--- src/rtl/mips_isa_pkg.sv ---
// mips_isa_pkg: opcode/funct constants, instruction kinds and loader FSM states shared by encoder and decoder.
package mips_isa_pkg;
  localparam logic [5:0] OP_RTYPE  = 6'b000000;
  localparam logic [5:0] OP_LW     = 6'b100011;
  localparam logic [5:0] OP_SW     = 6'b101011;
  localparam logic [5:0] OP_ADDI   = 6'b001000;
  localparam logic [5:0] FUNCT_ADD = 6'b100000;
  typedef enum logic [1:0] {KIND_ADD = 2'd0, KIND_LW = 2'd1, KIND_SW = 2'd2, KIND_ADDI = 2'd3} kind_e;
  typedef enum logic [2:0] {S_IDLE, S_LOAD, S_DRAIN, S_DONE, S_ERR} state_e;
endpackage

--- src/rtl/mips_instr_encode.sv ---
// mips_instr_encode: combinational map from symbolic instruction fields to a 32-bit MIPS word.
import mips_isa_pkg::*;
module mips_instr_encode (
  input  logic [1:0]  i_kind,
  input  logic [4:0]  i_rs,
  input  logic [4:0]  i_rt,
  input  logic [4:0]  i_rd,
  input  logic [15:0] i_imm,
  output logic [31:0] o_word
);
  logic [5:0] w_op;
  assign w_op = i_kind == KIND_LW ? OP_LW : i_kind == KIND_SW ? OP_SW : i_kind == KIND_ADDI ? OP_ADDI : OP_RTYPE;
  assign o_word = i_kind == KIND_ADD ? {OP_RTYPE, i_rs, i_rt, i_rd, 5'b00000, FUNCT_ADD} : {w_op, i_rs, i_rt, i_imm};
endmodule

--- src/rtl/mips_imem_loader.sv ---
// mips_imem_loader: streams symbolic instructions into instruction memory and holds the core until the program is complete.
import mips_isa_pkg::*;
module mips_imem_loader #(
  parameter int IMEM_DEPTH = 64,
  parameter int ADDR_W     = 6
) (
  input  logic              clk,
  input  logic              rst_n,
  input  logic              start,
  input  logic              in_valid,
  output logic              in_ready,
  input  logic [1:0]        in_kind,
  input  logic [4:0]        in_rs,
  input  logic [4:0]        in_rt,
  input  logic [4:0]        in_rd,
  input  logic [15:0]       in_imm,
  input  logic              in_last,
  output logic              imem_we,
  output logic [ADDR_W-1:0] imem_addr,
  output logic [31:0]       imem_wdata,
  output logic              cpu_hold,
  output logic              done,
  output logic              overflow_err,
  output logic [ADDR_W:0]   count
);
  localparam logic [ADDR_W:0] LAST_IDX = (ADDR_W+1)'(IMEM_DEPTH - 1);
  localparam logic [ADDR_W:0] FULL     = (ADDR_W+1)'(IMEM_DEPTH);
  localparam logic [ADDR_W:0] ONE      = (ADDR_W+1)'(1);
  state_e              r_state, w_next;
  logic                w_hs;
  logic [31:0]         w_word;
  logic [ADDR_W:0]     r_count;
  logic                r_we;
  logic [ADDR_W-1:0]   r_addr;
  logic [31:0]         r_wdata;
  mips_instr_encode u_enc (
    .i_kind (in_kind),
    .i_rs   (in_rs),
    .i_rt   (in_rt),
    .i_rd   (in_rd),
    .i_imm  (in_imm),
    .o_word (w_word)
  );
  assign in_ready = r_state == S_LOAD && !start;
  assign w_hs = in_valid && in_ready;
  always_comb begin
    w_next = r_state;
    if (start)
      w_next = S_LOAD;
    else
      case (r_state)
        S_LOAD:  w_next = w_hs && in_last ? S_DRAIN : w_hs && r_count == LAST_IDX ? S_ERR : S_LOAD;
        S_DRAIN: w_next = S_DONE;
        default: w_next = r_state;
      endcase
  end
  // Write is registered one cycle after the handshake, so release waits for DRAIN to commit it.
  always_ff @(posedge clk or negedge rst_n)
    if (!rst_n) begin
      r_state <= S_IDLE;
      r_count <= '0;
      r_we    <= 1'b0;
      r_addr  <= '0;
      r_wdata <= '0;
    end else begin
      r_state <= w_next;
      r_we    <= w_hs;
      if (w_hs) begin
        r_addr  <= r_count[ADDR_W-1:0];
        r_wdata <= w_word;
      end
      r_count <= start ? '0 : (w_hs && r_count != FULL) ? r_count + ONE : r_count;
    end
  assign imem_we      = r_we;
  assign imem_addr    = r_addr;
  assign imem_wdata   = r_wdata;
  assign count        = r_count;
  assign done         = r_state == S_DONE;
  assign cpu_hold     = r_state != S_DONE;
  assign overflow_err = r_state == S_ERR;
endmodule

--- config.mk ---
export PLATFORM = sky130hd
export DESIGN_NAME = mips_imem_loader
export DESIGN_NICKNAME = d
export VERILOG_FILES = /design/src/rtl/mips_isa_pkg.sv /design/src/rtl/mips_instr_encode.sv /design/src/rtl/mips_imem_loader.sv
export SDC_FILE = /design/constraint.sdc
export NUM_CORES = 1
export LEC_CHECK = 0
export ABC_AREA = 1
export CAP_MARGIN = 20
export CORE_ASPECT_RATIO = 0.6
export CORE_MARGIN = 4
export CORE_UTILIZATION = 46
export DETAILED_ROUTE_END_ITERATION = 10
export PLACE_DENSITY_LB_ADDON = 0.1
export SYNTH_ARGS = -nofsm -noshare
export SYNTH_HDL_FRONTEND = slang
export SYNTH_SLANG_ARGS = --single-unit
--- constraint.sdc ---
create_clock -name clk -period 2.55 [get_ports clk]
set_clock_uncertainty 0.2 [all_clocks]
set_input_delay 0.6375 -clock clk [delete_from_list [all_inputs] [get_ports clk]]
set_output_delay 0.6375 -clock clk [all_outputs]
set_load 0.1 [all_outputs]
Word-level counts from Yosys, hierarchy flattened. Cells that the tools add are included.

Bits in registers: 49. Bits in latches: 0. RAM bits: 0. Memory bits (read-only): 0. Input bits: 38. Output and inout port bits: 50. Logic and storage cells: 35. Memories: 0.

$add $sub $neg: 1. Multipliers: 0. Div/mod/pow operators: 0. Order comparisons: 0. Equal/unequal tests: 10. Shifts and indexed selects: 0. Multiplexer cells: 10. Bitwise logic cells: 0. Reductions and logical operators: 9.

Operator list (count): $mux 32 (1); $mux 7 (2); $mux 6 (2); $mux 3 (3); $add 7x1->7 const B (1); $eq 7x6->1 const B (1); $ne 7x7->1 const B (1); $eq 3x2->1 const B (2); $pmux 3 s2 (1); $logic_and 1x1->1 (5); $eq 2x2->1 const B (2); $mux 4 (1); $eq 3x1->1 const B (1); $eq 3x3->1 const B (1); $ne 3x2->1 const B (1); $reduce_bool 3->1 (1); $eq 2x1->1 const B (1); $logic_not 2->1 (1); $reduce_bool 2->1 (1); $logic_not 1->1 (1).

Logic depth before layout (Yosys ltp). Gate-level depths: netlist of the first run.

Depth after elaboration: 8. Depth in mapped cells: 9. Gate-level depth less buffers: 9.

By module. Synthesis of the first run repeated with hierarchy kept, for this count alone.

Cells, all modules: 318. Area total of the unflattened synthesis: 2467.4 sq um.

Modules (own cells, without submodules): mips_imem_loader (instances 1, cells an instance 254, area each 2118.3 sq um); mips_instr_encode (instances 1, cells an instance 64, area each 349.1 sq um).

Worst setup path after synthesis of the first run. Ideal clock, no wire load.

Path type: reg-to-output. Start point: register r_state[0]. End point: output cpu_hold. Data arrival time: 2.791 ns. Data required time: 1.712 ns. Path slack: -1.078 ns. Stages on the path, launching flop included: 6. Cells stage by stage: dfrtp_1 -> inv_2 -> nor2_4 -> inv_1 -> nor2_1 -> inv_1.

Word-level cells in the longest chain between the ends: 1.

Ends and longest elaborated chain: start, declared (RTL line mips_imem_loader.sv:29) `state_e r_state, w_next;`; start signal, assigned (RTL line mips_imem_loader.sv:66) `r_state <= w_next;`; $ne 3x2->1 (RTL line mips_imem_loader.sv:79) `assign cpu_hold = r_state != S_DONE;`; end, declared (RTL line mips_imem_loader.sv:21) `output logic cpu_hold,`.

No other way between the ends.

Final worst setup path of the first run.
Start point: input start. End point: output in_ready.

Word-level cells in the longest chain between the ends: 2.

Ends and longest elaborated chain: start, declared (RTL line mips_imem_loader.sv:9) `input logic start,`; $logic_not 1->1 (RTL line mips_imem_loader.sv:44) `assign in_ready = r_state == S_LOAD && !start;`; $logic_and 1x1->1 (RTL line mips_imem_loader.sv:44); end, declared (RTL line mips_imem_loader.sv:11) `output logic in_ready,`.

No other way between the ends.

==> results of run 1 <==
## power by group
group	switching, mW	internal, mW
clock	0.236	0.320
combinational	0.945	0.250
sequential	0.0594	0.805
## per-layer routing
metal | part of all wire [%] | up-vias | global-route usage, % | routed length, um
li1 | - | 979 | - | -
met1 | 48 | 897 | 28.1 | 2660
met2 | 43 | 66 | 27.2 | 2350
met3 | 8.5 | 4 | 6.07 | 469
met4 | 0.87 | 0 | 5.87 | 48
met5 | 0 | - | 0 | 0
## logic make-up after synthesis
logic type               synth area share [%]
buffers and inverters                    7.59
AND/OR/NAND/NOR                          29.6
other                                   0.175
adder cells (fa/ha/maj)                  3.50
AO/OA/AOI/OAI                            6.19
flip-flops                               52.5
XOR/XNOR                                0.409
## area by class of cell
| type | count | share of cell area [%] |
|---|---|---|
| Inverter | 21 | 2.58 |
| Sequential cell | 45 | 36.3 |
| Clock buffer | 7 | 2.78 |
| Timing Repair Buffer | 92 | 27.1 |
| Clock inverter | 1 | 0.967 |
| Tap cell | 60 | 2.42 |
| Multi-Input combinational cell | 178 | 27.9 |
## worst max path at each step
stage               cells after the start       start        to
floorplan                               5  r_state[0]  cpu_hold
global placement                        3       start  in_ready
detailed placement                      3       start  in_ready
CTS                                     3       start  in_ready
global route                            3       start  in_ready
finish                                  3       start  in_ready
## flip-flops by register name, indices dropped and copies added (netlist names)
name	cells
count	7
imem_addr	6
imem_wdata	28
imem_we	1
r_state	3
## stage by stage
stage	hold slack (ns)	util [%]	setup TNS, ns	instance area (um2)
CTS	0.128	72.2	0	3100
global placement	0.263	69.5	0	2990
finish	0.118	72.2	0	3100
detailed placement	0.267	69.5	0	2990
floorplan	0.142	-	-0.406	2150
global route	0.151	72.2	0	3100
## cells in the final DEF, fill, tap and decap left out
| cell type | netlist | routed |
|---|---|---|
| ha_1 | 6 | 6 |
| clkbuf_8 | 0 | 6 |
| buf_2 | 6 | 1 |
| bufinv_16 | 0 | 1 |
| o21ai_1 | 17 | 17 |
| nand4_1 | 2 | 2 |
| o211ai_1 | 5 | 5 |
| nand3b_1 | 1 | 1 |
| nor2_2 | 1 | 2 |
| buf_12 | 0 | 5 |
| nor3_2 | 0 | 1 |
| buf_4 | 4 | 50 |
| inv_2 | 3 | 3 |
| conb_1 | 1 | 2 |
| nor2_4 | 2 | 2 |
| dfrtp_1 | 45 | 45 |
| clkbuf_1 | 3 | 1 |
| nand4_4 | 1 | 1 |
| xor2_1 | 1 | 1 |
| nor3_1 | 3 | 2 |
| inv_1 | 17 | 17 |
| o21ai_0 | 2 | 2 |
| nand3_1 | 24 | 24 |
| clkinv_2 | 1 | 1 |
| clkdlybuf4s50_1 | 0 | 36 |
| nand2_1 | 94 | 94 |
| nor2_1 | 12 | 11 |
| or2_2 | 5 | 5 |
==> flow_metrics.py, run 1 <==
metrics = {
    "finish": {
        "nets": 387,
        "fill_cells": 360,
        "multiInputGateArea_um2": 866,
        "area_growth_pct": 44.8,
        "ff_latch_area_um2": 1130,
        "diodes": 0,
        "fin_cells": 404,
        "drive_above_1_share_pct": 22.7,
    },
    "critical_path": {
        "r2r_setup_slack_ns": 0.77,
        "path_class": "in -> out",
        "crit_chain": "clkdlybuf4s50_1 -> nor2_2 -> buf_12",
        "crit_path_end_kind": "primary output",
        "cpLargestDelayFamily": "buffers and inverters",
        "critPathLaunchType": "input port",
        "arrival_ns": 1.57,
        "cp_max_fo": 4,
        "cp.required_ns": 1.71,
        "rr_endpoint": "count[6]",
        "reg2reg_from": "count[0]",
        "slowest_delay_ns": 0.46,
        "crit_buf_inv": 2,
        "reg2regPathDepth": 8,
        "slowest_stage": "clkdlybuf4s50_1",
    },
    "floorplanning": {
        "core_um2": 4300,
        "ioPinCount": 88,
        "rows": 18,
        "die_y_um": 60.9,
        "start_util_pct": 49.8,
        "die_w_um": 96.1,
        "die_area_um2": 5850,
    },
    "placement": {
        "port_buffers": 85,
        "dp_cells": 396,
        "dpl.hpwl_mm": 4.14,
        "dp_slack_ns": 0.148,
        "place_congestion": 0.817,
    },
    "global_routing": {
        "grt_pass1_wl_mm": 8.51,
        "gr-total-overflow": 0,
        "grt_max_degree": 29,
        "antenna_found_initial": 0,
        "grt_usage_pct": 19.2,
        "grt_pass1_vias": 1778,
    },
    "sta": {
        "fin_ws_ns": 0.147,
        "worst_pin_slew_ns": 0.542,
        "post-route-period-util_pct": 94.2,
        "rsz0062_at_grt": "no",
        "fin_crit_ns": 2.40,
        "setup_viol": 0,
        "max_freq_mhz": 416,
        "hold_viol": 0,
        "final_max_slew_viol_count": 0,
        "slew_headroom_pct": 63.9,
    },
    "power": {
        "vdd.ir_drop.worst_mv": 0.596,
        "p_per_area_nw_per_um2": 842,
        "power_leakage_nw": 1.62,
        "power.total_mw": 2.62,
    },
    "detailed_routing": {
        "wirelength_mm": 5.53,
        "firstDrtPassIters": 4,
        "post_drt_wl_per_cell_um": 13.7,
        "routed_via_density": 4.82,
        "remaining_drc_errors": 0,
        "final_antenna_net_count": 0,
        "dr.first_iter.drc_count": 121,
        "vias": 1946,
    },
    "flow_run": {
        "drv_cap": 0,
    },
    "clock_network": {
        "post-cts-setup-buffers": 0,
        "clk_latency_ns": 0.29,
        "clock_path_buffers": 2,
        "cts_resized": 0,
        "clkTransAtPathRegs_ns": 0.08,
        "hold_buffers": 0,
        "cts.sinks": 45,
        "numCtsBuffers": 5,
        "h-tree-depth": 2,
        "root_buffer": "clkbuf_8",
        "cts_tree": "yes",
    },
    "yosys": {
        "synth_common_cells": "nand2_1, dfrtp_1, nand3_1, inv_1, o21ai_1",
        "synth-seq-area-share_pct": 52.5,
        "synth_top_area_cell": "dfrtp_1",
        "async_flop_share_pct": 100,
        "synthesis.area_um2": 2140,
        "synth.top_cell.area_share_pct": 52.5,
        "synth_area_leaders": "dfrtp_1, nand2_1, nand3_1",
        "synth.distinct_cells": 24,
        "ys.flop_type": "dfrtp_1",
        "avgSynthCellArea_um2": 8.34,
        "yosysWarnings": 0,
        "synth_edf_count": 0,
        "syn_inst": 257,
        "yosys.cell_count.top_type": "nand2_1",
        "ys_seq_elements": 45,
    },
    "min_path": {
        "hp-class": "in -> async",
    },
    "run_status": {
        "status": "finished clean",
    },
}
No activity file was read; power rests on OpenSTA's default activity.
==> run 2, diff against run 1 <==
--- a/config.mk
+++ b/config.mk
@@ -7,11 +7,14 @@
 export LEC_CHECK = 0
 export ABC_AREA = 1
 export CAP_MARGIN = 20
+export CELL_PAD_IN_SITES_DETAIL_PLACEMENT = 0
+export CELL_PAD_IN_SITES_GLOBAL_PLACEMENT = 1
 export CORE_ASPECT_RATIO = 0.6
 export CORE_MARGIN = 4
-export CORE_UTILIZATION = 46
+export CORE_UTILIZATION = 33
 export DETAILED_ROUTE_END_ITERATION = 10
 export PLACE_DENSITY_LB_ADDON = 0.1
+export SKIP_CTS_REPAIR_TIMING = 1
 export SYNTH_ARGS = -nofsm -noshare
 export SYNTH_HDL_FRONTEND = slang
 export SYNTH_SLANG_ARGS = --single-unit
==> run 2 against run 1 <==
Critical path depth stayed put. Sequential share of layout area is 0.17 points lower. Register-to-register slack worse by 0.05 ns. Critical endpoint unchanged. Clock-buffer cell count stayed put. Worst hold slack better by 0.096 ns. Power is 4.1% lower. Largest cell class unchanged. Via count is 3.1% lower.
==> flow_metrics.py, run 2 (synthesis gave the netlist of run 1 again) <==
metrics = {
    "critical_path": {
        "reg2regPathDepth": 8,
        "path_class": "in -> out",
        "cp.required_ns": 1.71,
        "cp_max_fo": 3,
        "crit_path_end_kind": "primary output",
        "critPathLaunchType": "input port",
        "arrival_ns": 1.51,
    },
    "sta": {
        "max_freq_mhz": 427,
        "fin_tns_setup_ns": 0,
        "worst_pin_slew_ns": 0.587,
        "fin_ws_ns": 0.205,
        "fin_crit_ns": 2.34,
        "final_max_slew_viol_count": 0,
        "post-route-period-util_pct": 91.9,
        "setup_viol": 0,
        "hold_viol": 0,
        "slew_headroom_pct": 60.9,
        "rsz0062_at_grt": "no",
    },
    "finish": {
        "drive_above_1_share_pct": 22.9,
        "nets": 389,
        "fill_cells": 618,
        "layout_common_cells": "nand2_1, buf_4, dfrtp_1, clkdlybuf4s50_1, nand3_1",
        "area_growth_pct": 45.5,
        "largest_reg_flops": 28,
        "diodes": 0,
        "layout_commonest_cell": "nand2_1",
        "final_area_um2": 3120,
    },
    "placement": {
        "port_buffers": 85,
        "place_congestion": 0.750,
        "dp_slack_ns": 0.204,
        "dpl.hpwl_mm": 4.17,
        "place_area_um2": 3030,
    },
    "global_routing": {
        "met2_usage_pct": 19.7,
        "grt.busiest_layer": "met1",
        "grt_max_degree": 46,
        "gr-total-overflow": 0,
        "grt_usage_pct": 14.9,
        "antenna_found_initial": 0,
        "grt_pass1_vias": 1758,
        "grt_pass1_wl_mm": 9.36,
        "use_met1_pct": 23.1,
        "met3_usage_pct": 4.76,
    },
    "detailed_routing": {
        "routed_via_density": 4.40,
        "post_drt_wl_per_cell_um": 13.1,
        "wirelength_mm": 5.61,
        "vias": 1886,
        "final_antenna_net_count": 0,
        "remaining_drc_errors": 0,
        "firstDrtPassIters": 5,
        "dr.first_iter.drc_count": 95,
    },
    "clock_network": {
        "cts_tree": "yes",
        "root_buffer": "clkbuf_8",
        "cts.sinks": 45,
        "h-tree-depth": 2,
        "clkTransAtPathRegs_ns": 0.08,
        "clk_latency_ns": 0.29,
        "numCtsBuffers": 5,
        "clock_path_buffers": 2,
    },
    "floorplanning": {
        "die_y_um": 70.4,
        "rows": 22,
        "ioPinCount": 88,
        "core_um2": 6190,
        "die_area_um2": 7890,
        "die_w_um": 112,
        "start_util_pct": 34.6,
    },
    "flow_run": {
        "drv_cap": 0,
    },
    "min_path": {
        "hp-class": "in -> async",
    },
    "power": {
        "p_per_area_nw_per_um2": 804,
        "vdd.ir_drop.worst_mv": 0.595,
        "power.total_mw": 2.51,
        "power_leakage_nw": 1.61,
    },
    "run_status": {
        "status": "finished clean",
    },
}
## run 2: worst max-delay path: stages
cell and delay [ns]:
clkdlybuf4s50_1 0.47, nor2_2 0.20, buf_12 0.20
## run 2: routing by layer
metal | wire length, um | part of all wire (%) | vias to the layer above
li1 | - | - | 987
met1 | 2940 | 52 | 830
met2 | 2150 | 38 | 64
met3 | 491 | 8.7 | 5
met4 | 38 | 0.68 | 0
met5 | 0 | 0 | -
## run 2: worst paths after layout
check,from,end,slack [ns]
max in group asynchronous,rst_n,count[2],1.52
min in group clk,imem_wdata[21],imem_wdata[21],0.29
worst max-delay path,start,in_ready,0.21
worst max register to register,count[0],count[2],0.72
worst min register to register,imem_wdata[21],imem_wdata[21],0.29
worst min-delay path,rst_n,r_state[1],0.21
## run 2: stage by stage
stage          util, %  hold slack [ns]  std cells
2_1_floorplan        -            0.142        258
3_3_place_gp      49.0            0.265        422
3_5_place_dp      49.0            0.271        422
4_1_cts           50.4            0.240        429
5_1_grt           50.4            0.260        429
6_report          50.4            0.214        429
## run 2: where the power goes
part | total, mW | switching, mW | internal, mW | leakage (nW)
combinational | 1.19 | 0.940 | 0.253 | 0.986
clock | 0.450 | 0.235 | 0.215 | 0.0443
sequential | 0.866 | 0.0607 | 0.805 | 0.581
total | 2.51 | 1.24 | 1.27 | 1.61
## run 2: cell type report
class | instances | area [um2] | area share [%]
clock buffer | 7 | 86.3 | 2.77
inverter | 21 | 80.1 | 2.57
multi-input combinational | 178 | 866 | 27.8
tap | 84 | 105 | 3.37
sequential | 45 | 1130 | 36.1
timing repair buffer | 94 | 856 | 27.4
==> run 3, diff against run 2 <==
--- a/config.mk
+++ b/config.mk
@@ -11,8 +11,9 @@
 export CELL_PAD_IN_SITES_GLOBAL_PLACEMENT = 1
 export CORE_ASPECT_RATIO = 0.6
 export CORE_MARGIN = 4
-export CORE_UTILIZATION = 33
+export CORE_UTILIZATION = 27
 export DETAILED_ROUTE_END_ITERATION = 10
+export GPL_ROUTABILITY_DRIVEN = 0
 export PLACE_DENSITY_LB_ADDON = 0.1
 export SKIP_CTS_REPAIR_TIMING = 1
 export SYNTH_ARGS = -nofsm -noshare
==> constraint.sdc (replaced) <==
create_clock -name clk -period 1.9 [get_ports clk]
set_clock_uncertainty 0.2 [all_clocks]
set_input_delay 0.475 -clock clk [delete_from_list [all_inputs] [get_ports clk]]
set_output_delay 0.475 -clock clk [all_outputs]
set_load 0.1 [all_outputs]
==> run 3 against run 2 <==
The flow now finishes with violations (negative setup slack). Worst hold slack improved by 0.10 ns. Largest power group unchanged. Critical path depth rose by 3. Sequential share of layout area fell by 7.2 points. Critical endpoint is now cpu_hold. Sequential cell count did not move. Die area rose by 20%. Setup slack got worse by 0.23 ns. Sequential power rose by 43%. Combinational power rose by 67%.
==> flow_metrics.py, run 3 (synthesis gave the netlist of run 1 again) <==
metrics = {
    "min_path": {
        "hp-class": "in -> reg",
    },
    "global_routing": {
        "grt_usage_pct": 13.7,
        "gr-total-overflow": 0,
        "antenna_found_initial": 0,
        "grt_pass1_wl_mm": 10.2,
        "grt_max_degree": 50,
        "grt_pass1_vias": 1963,
    },
    "critical_path": {
        "critPathLaunchType": "flip-flop",
        "slowest_delay_ns": 0.38,
        "crit_path_end_kind": "primary output",
        "cp.required_ns": 1.22,
        "slowest_stage": "dfrtp_1",
        "crit_chain": "inv_2 -> nor2_4 -> inv_2 -> nor2_4 -> inv_2 -> buf_12",
        "arrival_ns": 1.25,
        "cp_max_fo": 3,
        "cpLargestDelayFamily": "flip-flops",
        "path_class": "reg -> out",
        "crit_buf_inv": 4,
        "crit_top_cell": "inv_2",
        "r2r_setup_slack_ns": 0.16,
    },
    "floorplanning": {
        "ioPinCount": 88,
        "core_um2": 7480,
        "rows": 24,
        "die_w_um": 123,
        "start_util_pct": 28.7,
        "die_y_um": 77.0,
        "die_area_um2": 9470,
    },
    "finish": {
        "drive_above_1_share_pct": 28.3,
        "nets": 400,
        "largest_reg_flops": 28,
        "ff_latch_area_um2": 1130,
        "fill_cells": 678,
        "diodes": 0,
        "multiInputGateArea_um2": 900,
        "layout_commonest_cell": "nand2_1",
        "layout_common_cells": "nand2_1, buf_12, dfrtp_1, clkdlybuf4s50_1, nand3_1",
        "final_area_um2": 3930,
        "area_growth_pct": 83.1,
    },
    "clock_network": {
        "clock_path_buffers": 2,
        "h-tree-depth": 2,
        "root_buffer": "clkbuf_16",
        "cts.sinks": 45,
        "cts_tree": "yes",
        "numCtsBuffers": 5,
        "clk_latency_ns": 0.28,
        "clkTransAtPathRegs_ns": 0.06,
    },
    "run_status": {
        "violations": "negative setup slack",
        "status": "finished with violations",
    },
    "detailed_routing": {
        "dr.first_iter.drc_count": 117,
        "wirelength_mm": 6.32,
        "remaining_drc_errors": 0,
        "final_antenna_net_count": 0,
        "firstDrtPassIters": 4,
        "vias": 1980,
        "post_drt_wl_per_cell_um": 13.7,
        "routed_via_density": 4.30,
    },
    "sta": {
        "rsz0062_at_grt": "yes",
        "whs_ns": 0.317,
        "post-route-period-util_pct": 101,
        "final_max_slew_viol_count": 0,
        "setup_viol": 3,
        "fin_ws_ns": -0.0239,
        "hold_viol": 0,
        "fin_crit_ns": 1.92,
        "max_freq_mhz": 520,
    },
    "power": {
        "power.total_mw": 4.14,
        "switching_share_pct": 43.4,
        "power.internal_mw": 2.34,
        "p_per_area_nw_per_um2": 1060,
        "vdd.ir_drop.worst_mv": 0.513,
        "share_comb_of_total_power_pct": 47.9,
        "p_seq_share_pct": 29.8,
        "power_leakage_nw": 1.88,
        "p_switching_mw": 1.80,
        "pwr-share-clk_pct": 22.3,
    },
    "flow_run": {
        "drv_cap": 0,
    },
    "placement": {
        "dpl.hpwl_mm": 4.65,
        "port_buffers": 85,
        "place_area_um2": 3690,
    },
}
-- run 3: cell count changes in the layout (fill, tap and decap cells not counted), moves of 3 or more --
cell / before / now
buf_4: 52 / 15
dfrtp_2: 0 / 4
inv_2: 3 / 6
inv_1: 17 / 14
clkbuf_8: 6 / 2
clkbuf_16: 0 / 5
buf_12: 5 / 51
dfrtp_1: 45 / 40
-- run 3: final timing paths --
path,end,start,cells past startpoint
worst max-delay path,cpu_hold,r_state[0],6
worst min-delay path,r_state[2],start,2
worst max register to register,count[2],count[0],9
worst min register to register,imem_wdata[20],imem_wdata[20],2
max in group asynchronous,imem_wdata[27],rst_n,3
min in group asynchronous,count[6],rst_n,2
-- run 3: cell type report --
type                       count  share of cell area (%)
timing repair buffer         105                    38.8
inverter                      21                    2.04
clock inverter                 1                   0.128
multi-input combinational    178                    22.9
clock buffer                   7                    3.89
sequential                    45                    28.9
tap                          104                    3.32
-- run 3: per-layer routing --
metal	global-route usage [%]	wire length, um
met4	2.98	47
met2	19.7	2610
met3	3.90	433
met1	20.2	3230
met5	0	0
-- run 3: stage by stage --
step	setup slack [ns]	TNS, ns	std cells	util (%)
final	-0.0239	-0.0513	461	52.5
after global routing	-0.0720	-0.208	461	52.5
after CTS	-0.122	-0.275	454	51.5
after detailed placement	-0.210	-3.52	446	49.4
after global placement	-0.112	-2.82	446	49.4
after floorplan	-0.456	-0.865	258	-
-- run 3: power groups by stage --
stage               clock [mW]  sequential, mW  combinational [mW]
floorplan                    0            2.07               0.328
global placement             0            1.25                1.97
detailed placement           0            1.25                1.98
CTS                      0.957            1.24                1.99
global route             0.992            1.25                2.06
finish                   0.922            1.24                1.99
